`config.mk`:
```
export PLATFORM = sky130hd
export DESIGN_NAME = mem_port_arbiter_flat
export DESIGN_NICKNAME = d
export VERILOG_FILES = /design/src/rtl/mips_pkg.sv /design/src/rtl/mem_port_arbiter_if.sv /design/src/rtl/mem_port_slot.sv /design/src/rtl/mem_port_arbiter.sv /design/src/flat_wrapper.sv
export SDC_FILE = /design/constraint.sdc
export NUM_CORES = 1
export LEC_CHECK = 0
export CAP_MARGIN = 15
export CELL_PAD_IN_SITES_DETAIL_PLACEMENT = 1
export CELL_PAD_IN_SITES_GLOBAL_PLACEMENT = 1
export CORE_ASPECT_RATIO = 0.75
export CORE_MARGIN = 10
export CORE_UTILIZATION = 34
export CTS_CLUSTER_SIZE = 28
export DETAILED_ROUTE_END_ITERATION = 16
export PLACE_DENSITY = 0.93
export REMOVE_ABC_BUFFERS = 1
export SETUP_SLACK_MARGIN = 0.1
export SYNTH_ARGS = -nofsm -noshare
export SYNTH_HDL_FRONTEND = slang
export SYNTH_SLANG_ARGS = --single-unit
```
`constraint.sdc`:
```
create_clock -name clk -period 5.4 [get_ports clk]
set_input_delay 1.08 -clock clk [delete_from_list [all_inputs] [get_ports clk]]
set_output_delay 1.08 -clock clk [all_outputs]
set_load 0.02 [all_outputs]
```
`src/rtl/mips_pkg.sv`:
```
// rtl/mips_pkg.sv - arbiter state encoding and bus width defaults shared with the datapath
package mips_pkg;

    localparam int AW_DEF = 32;
    localparam int DW_DEF = 32;

    typedef logic [1:0] arb_state_t;

    localparam arb_state_t ST_IDLE = 2'd0;  // nothing outstanding
    localparam arb_state_t ST_DATA = 2'd1;  // lw/sw request held on the port
    localparam arb_state_t ST_INST = 2'd2;  // fetch request held on the port
    localparam arb_state_t ST_KILL = 2'd3;  // wrong-path fetch draining, result dropped

endpackage

```
`src/rtl/mem_port_arbiter_if.sv`:
```
// rtl/mem_port_arbiter_if.sv - single-port memory request/response bus
// Ports: mem_req/mem_we/mem_addr/mem_wdata are the held request (master drives),
//        mem_rdy/mem_rdata are the completion strobe and read data (slave drives).
interface mem_port_arbiter_if #(
    parameter int AW = mips_pkg::AW_DEF,
    parameter int DW = mips_pkg::DW_DEF
);
    logic          mem_req;
    logic          mem_we;
    logic [AW-1:0] mem_addr;
    logic [DW-1:0] mem_wdata;
    logic          mem_rdy;
    logic [DW-1:0] mem_rdata;

    modport master (
        output mem_req, mem_we, mem_addr, mem_wdata,
        input  mem_rdy, mem_rdata
    );

    modport slave (
        input  mem_req, mem_we, mem_addr, mem_wdata,
        output mem_rdy, mem_rdata
    );
endinterface

```
`src/rtl/mem_port_slot.sv`:
```
// rtl/mem_port_slot.sv - per-requester served flag and captured read data
// Ports: capture (access completed), discard (drop this completion entirely),
//        keep_data (mark served but leave rdata, used for stores),
//        advance (pipeline moves on, served flag clears), cap_data, srv, rdata.
module mem_port_slot #(
    parameter int DW = 32
) (
    input  logic          clk,
    input  logic          rst,
    input  logic          capture,
    input  logic          discard,
    input  logic          keep_data,
    input  logic          advance,
    input  logic [DW-1:0] cap_data,
    output logic          srv,
    output logic [DW-1:0] rdata
);
    logic          srv_d, srv_q;
    logic [DW-1:0] rdata_d, rdata_q;

    always_comb begin
        srv_d   = srv_q;
        rdata_d = rdata_q;
        if (capture && !discard) begin
            srv_d = 1'b1;
            if (!keep_data) begin
                rdata_d = cap_data;
            end
        end
        // Captured data is held across the advance; only the flag is per-instruction.
        if (advance) begin
            srv_d = 1'b0;
        end
    end

    always_ff @(posedge clk or negedge rst) begin
        if (!rst) begin
            srv_q   <= 1'b0;
            rdata_q <= '0;
        end else begin
            srv_q   <= srv_d;
            rdata_q <= rdata_d;
        end
    end

    assign srv   = srv_q;
    assign rdata = rdata_q;
endmodule

```
`src/rtl/mem_port_arbiter.sv`:
```
// rtl/mem_port_arbiter.sv - shares one memory port between IF and MEM with data priority
// Ports: clk, rst (async active-low); IF side if_req/if_addr/if_flush -> if_rdata/if_ok;
//        MEM side d_rd/d_wr/d_addr/d_wdata -> d_rdata/d_ok; stall freezes the pipeline;
//        mem is the registered request bus toward the memory model.
module mem_port_arbiter
    import mips_pkg::*;
#(
    parameter int AW = AW_DEF,
    parameter int DW = DW_DEF
) (
    input  logic          clk,
    input  logic          rst,
    input  logic          if_req,
    input  logic [AW-1:0] if_addr,
    input  logic          if_flush,
    output logic [DW-1:0] if_rdata,
    output logic          if_ok,
    input  logic          d_rd,
    input  logic          d_wr,
    input  logic [AW-1:0] d_addr,
    input  logic [DW-1:0] d_wdata,
    output logic [DW-1:0] d_rdata,
    output logic          d_ok,
    output logic          stall,
    mem_port_arbiter_if.master mem
);
    arb_state_t    state_d, state_q;
    logic          req_d, req_q;
    logic          we_d, we_q;
    logic [AW-1:0] addr_d, addr_q;
    logic [DW-1:0] wdata_d, wdata_q;
    logic          d_srv, i_srv;
    logic          d_cap, i_cap;
    logic          d_acc;

    assign d_acc = d_rd | d_wr;
    assign d_ok  = ~d_acc | d_srv;
    assign if_ok = ~if_req | i_srv | if_flush;
    assign stall = ~(d_ok & if_ok);

    always_comb begin
        state_d = state_q;
        req_d   = req_q;
        we_d    = we_q;
        addr_d  = addr_q;
        wdata_d = wdata_q;
        d_cap   = 1'b0;
        i_cap   = 1'b0;
        case (state_q)
            ST_IDLE: begin
                // Data is issued even under flush: a flushing branch in EX must not
                // block the older load/store sitting in MEM.
                if (d_acc && !d_srv) begin
                    state_d = ST_DATA;
                    req_d   = 1'b1;
                    we_d    = d_wr;
                    addr_d  = d_addr;
                    wdata_d = d_wdata;
                end else if (if_req && !i_srv && !if_flush) begin
                    state_d = ST_INST;
                    req_d   = 1'b1;
                    we_d    = 1'b0;
                    addr_d  = if_addr;
                end
            end
            ST_DATA: begin
                if (mem.mem_rdy) begin
                    d_cap   = 1'b1;
                    req_d   = 1'b0;
                    state_d = ST_IDLE;
                end
            end
            ST_INST: begin
                // A flush coinciding with completion is handled by the slot's discard.
                if (mem.mem_rdy) begin
                    i_cap   = 1'b1;
                    req_d   = 1'b0;
                    state_d = ST_IDLE;
                end else if (if_flush) begin
                    state_d = ST_KILL;
                end
            end
            ST_KILL: begin
                // The memory cannot be cancelled; wait it out and drop the result.
                if (mem.mem_rdy) begin
                    req_d   = 1'b0;
                    state_d = ST_IDLE;
                end
            end
            default: state_d = ST_IDLE;
        endcase
    end

    always_ff @(posedge clk or negedge rst) begin
        if (!rst) begin
            state_q <= ST_IDLE;
            req_q   <= 1'b0;
            we_q    <= 1'b0;
            addr_q  <= '0;
            wdata_q <= '0;
        end else begin
            state_q <= state_d;
            req_q   <= req_d;
            we_q    <= we_d;
            addr_q  <= addr_d;
            wdata_q <= wdata_d;
        end
    end

    assign mem.mem_req   = req_q;
    assign mem.mem_we    = we_q;
    assign mem.mem_addr  = addr_q;
    assign mem.mem_wdata = wdata_q;

    mem_port_slot #(.DW(DW)) u_d_slot (
        .clk       (clk),
        .rst       (rst),
        .capture   (d_cap),
        .discard   (1'b0),
        .keep_data (we_q),
        .advance   (~stall),
        .cap_data  (mem.mem_rdata),
        .srv       (d_srv),
        .rdata     (d_rdata)
    );

    mem_port_slot #(.DW(DW)) u_i_slot (
        .clk       (clk),
        .rst       (rst),
        .capture   (i_cap),
        .discard   (if_flush),
        .keep_data (1'b0),
        .advance   (~stall),
        .cap_data  (mem.mem_rdata),
        .srv       (i_srv),
        .rdata     (if_rdata)
    );
endmodule
```
`src/flat_wrapper.sv`:
```
// flat-port wrapper written by rule: the top's interface ports become plain ports
module mem_port_arbiter_flat import mips_pkg::*;
#(
    parameter int AW = AW_DEF,
    parameter int DW = DW_DEF
)
  (clk, rst, if_req, if_addr, if_flush, if_rdata, if_ok, d_rd, d_wr, d_addr, d_wdata, d_rdata, d_ok, stall, mem_mem_req, mem_mem_we, mem_mem_addr, mem_mem_wdata, mem_mem_rdy, mem_mem_rdata);
  mem_port_arbiter_if #(.AW(AW), .DW(DW)) mem_i ();
  input  logic clk;
  input  logic rst;
  input  logic if_req;
  input  logic [AW-1:0] if_addr;
  input  logic if_flush;
  output logic [DW-1:0] if_rdata;
  output logic if_ok;
  input  logic d_rd;
  input  logic d_wr;
  input  logic [AW-1:0] d_addr;
  input  logic [DW-1:0] d_wdata;
  output logic [DW-1:0] d_rdata;
  output logic d_ok;
  output logic stall;
  output wire logic [$bits(mem_i.mem_req)-1:0] mem_mem_req;
  output wire logic [$bits(mem_i.mem_we)-1:0] mem_mem_we;
  output wire logic [$bits(mem_i.mem_addr)-1:0] mem_mem_addr;
  output wire logic [$bits(mem_i.mem_wdata)-1:0] mem_mem_wdata;
  input wire logic [$bits(mem_i.mem_rdy)-1:0] mem_mem_rdy;
  input wire logic [$bits(mem_i.mem_rdata)-1:0] mem_mem_rdata;
  assign mem_mem_req = mem_i.mem_req;
  assign mem_mem_we = mem_i.mem_we;
  assign mem_mem_addr = mem_i.mem_addr;
  assign mem_mem_wdata = mem_i.mem_wdata;
  assign mem_i.mem_rdy = mem_mem_rdy;
  assign mem_i.mem_rdata = mem_mem_rdata;
  mem_port_arbiter #(.AW(AW), .DW(DW)) u_core (.clk(clk), .rst(rst), .if_req(if_req), .if_addr(if_addr), .if_flush(if_flush), .if_rdata(if_rdata), .if_ok(if_ok), .d_rd(d_rd), .d_wr(d_wr), .d_addr(d_addr), .d_wdata(d_wdata), .d_rdata(d_rdata), .d_ok(d_ok), .stall(stall), .mem(mem_i));
endmodule
```
==> results.tsv, run 1 <==
metric	value	unit
result of the run	complete, no violations	
area growth from synthesis to layout	63.1	%
Cell Chain, Critical Path	clkdlybuf4s50_1 -> or3b_1 -> nand2_1 -> clkdlybuf4s50_1	
pin slew with the least headroom to its limit	728	ps
DR vias/cell	4.66	
Hold-fix buffers, CTS	0	
Min Hold Slack	484	ps
Cell Count Post-Placement	799	
count of pins on the block boundary	268	
sum of overflow across all layers after global routing	0	
largest net degree at the start of global routing	58	
number of H-tree branching levels	4	
CTS root buffer	clkbuf_16	
total negative slack	0	ps
Pleak	3.70	nW
initial antenna violation count	0	
Clock Tree Buf Depth	2	
antenna cells	0	
number of endpoints failing setup at the final stage	0	
routability congestion estimate	0.847	
overall die width	167	um
wire length of the first global-routing pass	28500	um
largest family of logic cells by synthesized area	multiplexers	
Critical Path AT	2880	ps
clock-pin transition on the worst setup and hold timing paths	50	ps
unrepaired setup endpoints after global routing	false	
number of synthesized register bits	134	
Yosys warning count	0	
largest cells by area after synthesis	dfrtp_1 61%, mux2_2 30%, mux2_4 2.7%, buf_2 0.91%, buf_6 0.82%	
power density of the placed cells	661	nW/um^2
die extent in y	130	um
mux cell area share after synthesis	33.5	%
Critical Path Max Stage Delay	630	ps
library cell contributing the largest single delay on the critical path	clkdlybuf4s50_1	
number of clock sinks	134	
initial core utilization	34.5	%
Post-synth EDFFs	0	
Post-Route WL	18600	um
half-perimeter wire length after detailed placement	14600	um
CTS tree	built	
share of the synthesized netlist area taken by xor and xnor gates	0	%
Worst slew margin	51.5	%
Detailed Routing Iterations Pass 1	4	
iteration-0 DRC count of the detailed router	78	
global-route usage over all layers	17.0	%
largest clock skew in the final design	8.91	ps
crit path max fanout	5	
synthesized instance count	334	
Top Family by Delay on Critical Path	buffers and inverters	
count of buffering cells on the critical path with inverters included	2	
post-route total power	0.00593	W
Die Footprint	21700	sq um
crit path capture type	primary output	
nets	744	
final non-filler cell total	830	
number of clock buffers inserted by TritonCTS	17	
average wire per cell in the routed design	22.5	um
count of final max-slew check failures	0	
antenna-violating nets left	0	
cell mode on critical path	clkdlybuf4s50_1	
startpoint type of the worst setup path	input port	
worst min-delay path category	reg2reg	
post-synthesis sequential area ratio	61.0	%
commonest non-fill, non-tap cells in the layout	266 x clkdlybuf4s50_1, 148 x mux2_2, 134 x dfrtp_1	
routed via count	3864	
number of distinct library cells after synthesis	24	
post-detailed-placement cell area	8340	sq um
share of the synthesized area in the top cell type	61.0	%
Primary FF master, synth	dfrtp_1	
finished layout cell area	8960	sq um
area inside the core boundary	15900	sq um
critical path data required time	4320	ps
critical path class	in2out	
most common library cell in the layout ignoring fill and taps	clkdlybuf4s50_1	
FP Rows	40	
fmax	253	MHz
Final Critical Period	3960	ps
DRC violation count after routing	0	
synthesized cell area	5490	sq um
adder-cell share of the synthesized area	0	%
Compound-Gate Fraction of Synth Area	1.32	%
vias in the first global route	4636	
clock latency at the later pin of the worst-skew pair	410	ps
Max Cap Viol	0	
peak supply drop	0.000325	V
post-CTS setup buffer count	0	
Final Hold Vio Count	0	
library cell with the largest summed area after synthesis	dfrtp_1	
final worst path period share	73.3	%
share of synthesized registers carrying an async set or reset	100	%
fraction of the mapped netlist area in simple logic gates	1.28	%
Resized Gates After CTS	0	
average size of a mapped cell	16.4	sq um
share of cells above drive strength 1	32.4	%
count of buffers from port buffering	267	
## worst register-to-register path: cells and delay by family (launching register included)
| family | cells | cell delay, ps |
|---|---|---|
| buf+inv | 3 | 640 |
| flops | 1 | 440 |
| compound gates | 1 | 410 |
| mux | 1 | 380 |
| simple gates | 1 | 230 |
## flip-flops by register name, indices dropped and copies added, names as in the netlist
register	flops
u_core.mem.mem_addr	32
u_core.mem.mem_wdata	32
u_core.u_d_slot.rdata	32
u_core.u_i_slot.rdata	32
u_core.state_q	2
u_core.mem.mem_req	1
u_core.mem.mem_we	1
u_core.u_d_slot.srv	1
u_core.u_i_slot.srv	1
## cell type report
cell class	count	area (sq um)
Fill cell	1554	6950
Tap cell	210	263
Multi-Input combinational cell	178	1990
Sequential cell	134	3350
Timing Repair Buffer	274	2740
Inverter	4	15.0
Clock buffer	19	453
Clock inverter	11	151
## logic make-up (layout without fill, tap and decap cells)
family,Yosys count,count (layout)
flops,134,134
mux,160,160
simple gates,9,9
buf+inv,22,308
compound gates,9,9
## final timing paths
path / start / endpoint / slack [ps] / cells after the start
setup / recovery: if_flush / stall / 1440 / 4
hold / removal: u_core.mem.mem_req$_DFFE_PN0P_ / u_core.mem.mem_req$_DFFE_PN0P_ / 480 / 1
setup reg to reg: u_core.u_d_slot.srv$_DFFE_PN0P_ / u_core.mem.mem_addr[26]$_DFFE_PN0P_ / 3180 / 6
hold reg to reg: u_core.mem.mem_req$_DFFE_PN0P_ / u_core.mem.mem_req$_DFFE_PN0P_ / 480 / 1
max in group asynchronous: rst / u_core.mem.mem_wdata[28]$_DFFE_PN0P_ / 3760 / 2
min in group asynchronous: rst / u_core.u_d_slot.rdata[14]$_DFFE_PN0P_ / 580 / 1
## per-stage QoR
stage | util (%) | setup WS [ps]
3_3_place_gp | 52.4 | 1490
3_5_place_dp | 52.4 | 1450
5_1_grt | 56.3 | 1410
4_1_cts | 56.2 | 1440
6_report | 56.3 | 1440
2_1_floorplan | - | 1910
## synth_stat cells, types with 2 or more instances
library cell,number
buf_8,3
nor2_1,2
mux2_1,2
dfrtp_1,134
a21oi_1,2
buf_2,10
nand2_1,2
mux2_4,10
inv_1,3
buf_6,4
o32ai_1,2
mux2_2,148
## where the power goes
part,total (W),internal (W),switching [W]
registers,0.00182,0.00152,0.000296
clock network,0.00117,0.000747,0.000420
logic,0.00294,0.00156,0.00138
total,0.00593,0.00383,0.00210
## metal layers
layer	routed length, um	track usage [%]	share of wire (%)	vias to the layer above
met3	1950	9.07	10	19
met2	9520	29.9	51	174
met1	6860	17.2	37	1934
met4	317	5.41	1.7	0
li1	-	-	-	1737
met5	0	0	0	-
(Power assumes the default switching activity.)
==> run 2: changes to the inputs <==
--- a/config.mk
+++ b/config.mk
@@ -10,10 +10,10 @@
 export CELL_PAD_IN_SITES_GLOBAL_PLACEMENT = 1
 export CORE_ASPECT_RATIO = 0.75
 export CORE_MARGIN = 10
-export CORE_UTILIZATION = 34
+export CORE_UTILIZATION = 32
 export CTS_CLUSTER_SIZE = 28
 export DETAILED_ROUTE_END_ITERATION = 16
-export PLACE_DENSITY = 0.93
+export PLACE_DENSITY = 0.89
 export REMOVE_ABC_BUFFERS = 1
 export SETUP_SLACK_MARGIN = 0.1
 export SYNTH_ARGS = -nofsm -noshare
==> constraint.sdc (replaced) <==
create_clock -name clk -period 4 [get_ports clk]
set_input_delay 0.8 -clock clk [delete_from_list [all_inputs] [get_ports clk]]
set_output_delay 0.8 -clock clk [all_outputs]
set_load 0.02 [all_outputs]
==> run 2 against run 1 <==
Cell count increased by 0.84%. Final area grew 0.85%. Sequential cell count did not move. Largest cell class unchanged. Non-clock buffer count unchanged. Largest power group unchanged. Critical path type unchanged.
==> results.tsv, run 2 (synthesis results as in run 1) <==
metric	value	unit
result of the run	complete, no violations	
iteration-0 DRC count of the detailed router	188	
antenna-violating nets left	0	
Reg-to-Reg Start	u_core.u_i_slot.srv$_DFFE_PN0P_	
Cell Chain, Critical Path	clkdlybuf4s50_1 -> or3b_1 -> nand2_1 -> clkdlybuf4s50_1	
share of cells above drive strength 1	32.5	%
Post-Route WL	18400	um
min setup slack post-route	619	ps
Worst slew margin	39.9	%
initial antenna violation count	0	
DRC violation count after routing	0	
Detailed Routing Iterations Pass 1	4	
most common library cell in the layout ignoring fill and taps	clkdlybuf4s50_1	
area growth from synthesis to layout	64.5	%
clock-pin transition on the worst setup and hold timing paths	60	ps
post-CTS setup buffer count	0	
DR vias/cell	4.60	
count of buffers from port buffering	267	
largest clock skew in the final design	10.0	ps
worst min-delay path category	in2async	
sum of overflow across all layers after global routing	0	
Max Cap Viol	0	
Register-to-Register Path Depth	4	
peak supply drop	0.000412	V
fmax	296	MHz
pin slew with the least headroom to its limit	902	ps
vias in the first global route	4655	
startpoint type of the worst setup path	input port	
fill cell total of the finished layout	1662	
Resized Gates After CTS	0	
largest net degree at the start of global routing	98	
Top Family by Delay on Critical Path	buffers and inverters	
count of final max-slew check failures	0	
register-to-register path setup slack	1990	ps
routed via count	3854	
CTS root buffer	clkbuf_16	
wire length of the first global-routing pass	28100	um
Reg-to-Reg End	u_core.mem.mem_addr[2]$_DFFE_PN0P_	
unrepaired setup endpoints after global routing	false	
initial core utilization	32.7	%
number of endpoints failing setup at the final stage	0	
Critical Path Max Stage Delay	640	ps
number of clock buffers inserted by TritonCTS	17	
cell mode on critical path	clkdlybuf4s50_1	
Pleak	3.74	nW
average wire per cell in the routed design	22.0	um
FP Rows	41	
CTS tree	built	
critical path data required time	3200	ps
Final Hold Vio Count	0	
total negative slack	0	ps
power density of the placed cells	906	nW/um^2
Final Critical Period	3380	ps
clock latency at the later pin of the worst-skew pair	410	ps
number of clock sinks	134	
final design utilization	53.7	%
nets	744	
number of H-tree branching levels	4	
routability congestion estimate	0.782	
overall die width	171	um
half-perimeter wire length after detailed placement	14100	um
commonest non-fill, non-tap cells in the layout	266 x clkdlybuf4s50_1, 148 x mux2_2, 134 x dfrtp_1	
sequential cell area in the final layout	3350	sq um
antenna cells	0	
crit path max fanout	5	
area inside the core boundary	16800	sq um
die extent in y	133	um
Critical Path AT	2580	ps
final worst path period share	84.5	%
crit path capture type	primary output	
library cell contributing the largest single delay on the critical path	clkdlybuf4s50_1	
Die Footprint	22900	sq um
global-route usage over all layers	16.1	%
Hold-fix buffers, CTS	0	
area taken by multi-input logic gates	1990	sq um
count of pins on the block boundary	268	
post-detailed-placement cell area	8350	sq um
Clock Tree Buf Depth	2	
critical path class	in2out	
Post-Place Worst Slack	602	ps
finished layout cell area	9040	sq um
count of buffering cells on the critical path with inverters included	2	
run 2: per-stage QoR:
step	hold slack (ps)	instances	power, W
after global placement	464	805	0.00627
after global routing	506	837	0.00861
after detailed placement	473	805	0.00645
after floorplan	459	316	0.00440
after CTS	490	837	0.00833
final	479	837	0.00819
run 2: routing by layer:
layer	global-route usage (%)	part of all wire (%)	wire [um]	vias up
met4	4.43	1.2	215	0
met2	28.7	51	9430	169
met1	16.1	37	6810	1920
met5	0	0	0	-
li1	-	-	-	1749
met3	8.12	11	1940	16
run 2: worst max-delay path by stage:
stage                      from                              endpoint  depth (start not counted)  slack (ps)
CTS                    if_flush                                 stall                          4         610
global placement           d_wr                                  d_ok                          5         600
finish                 if_flush                                 stall                          4         620
global route           if_flush                                 stall                          4         550
detailed placement     if_flush                                 stall                          4         600
floorplan           mem_mem_rdy  u_core.u_i_slot.rdata[0]$_DFFE_PN0P_                          2         790
run 2: worst reg2reg max path, delay by kind of cell (launching register included):
family                 cells  cell delay, ps
AOI/OAI and AO/OA          1             180
buffers and inverters      1             420
DFF                        1             380
muxes                      1             440
and+or+nand+nor            1             470
run 2: report_power, final:
part | internal [W] | switching, W
Sequential | 0.00205 | 0.000395
Combinational | 0.00209 | 0.00184
Clock | 0.00120 | 0.000614
Total | 0.00534 | 0.00285
run 2: layout make-up:
| class | count | share of cell area [%] |
|---|---|---|
| clock buffer | 19 | 4.90 |
| clock inverter | 13 | 2.66 |
| inverter | 4 | 0.166 |
| multi-input combinational | 178 | 22.0 |
| sequential | 134 | 37.1 |
| tap | 215 | 2.98 |
| timing repair buffer | 274 | 30.2 |
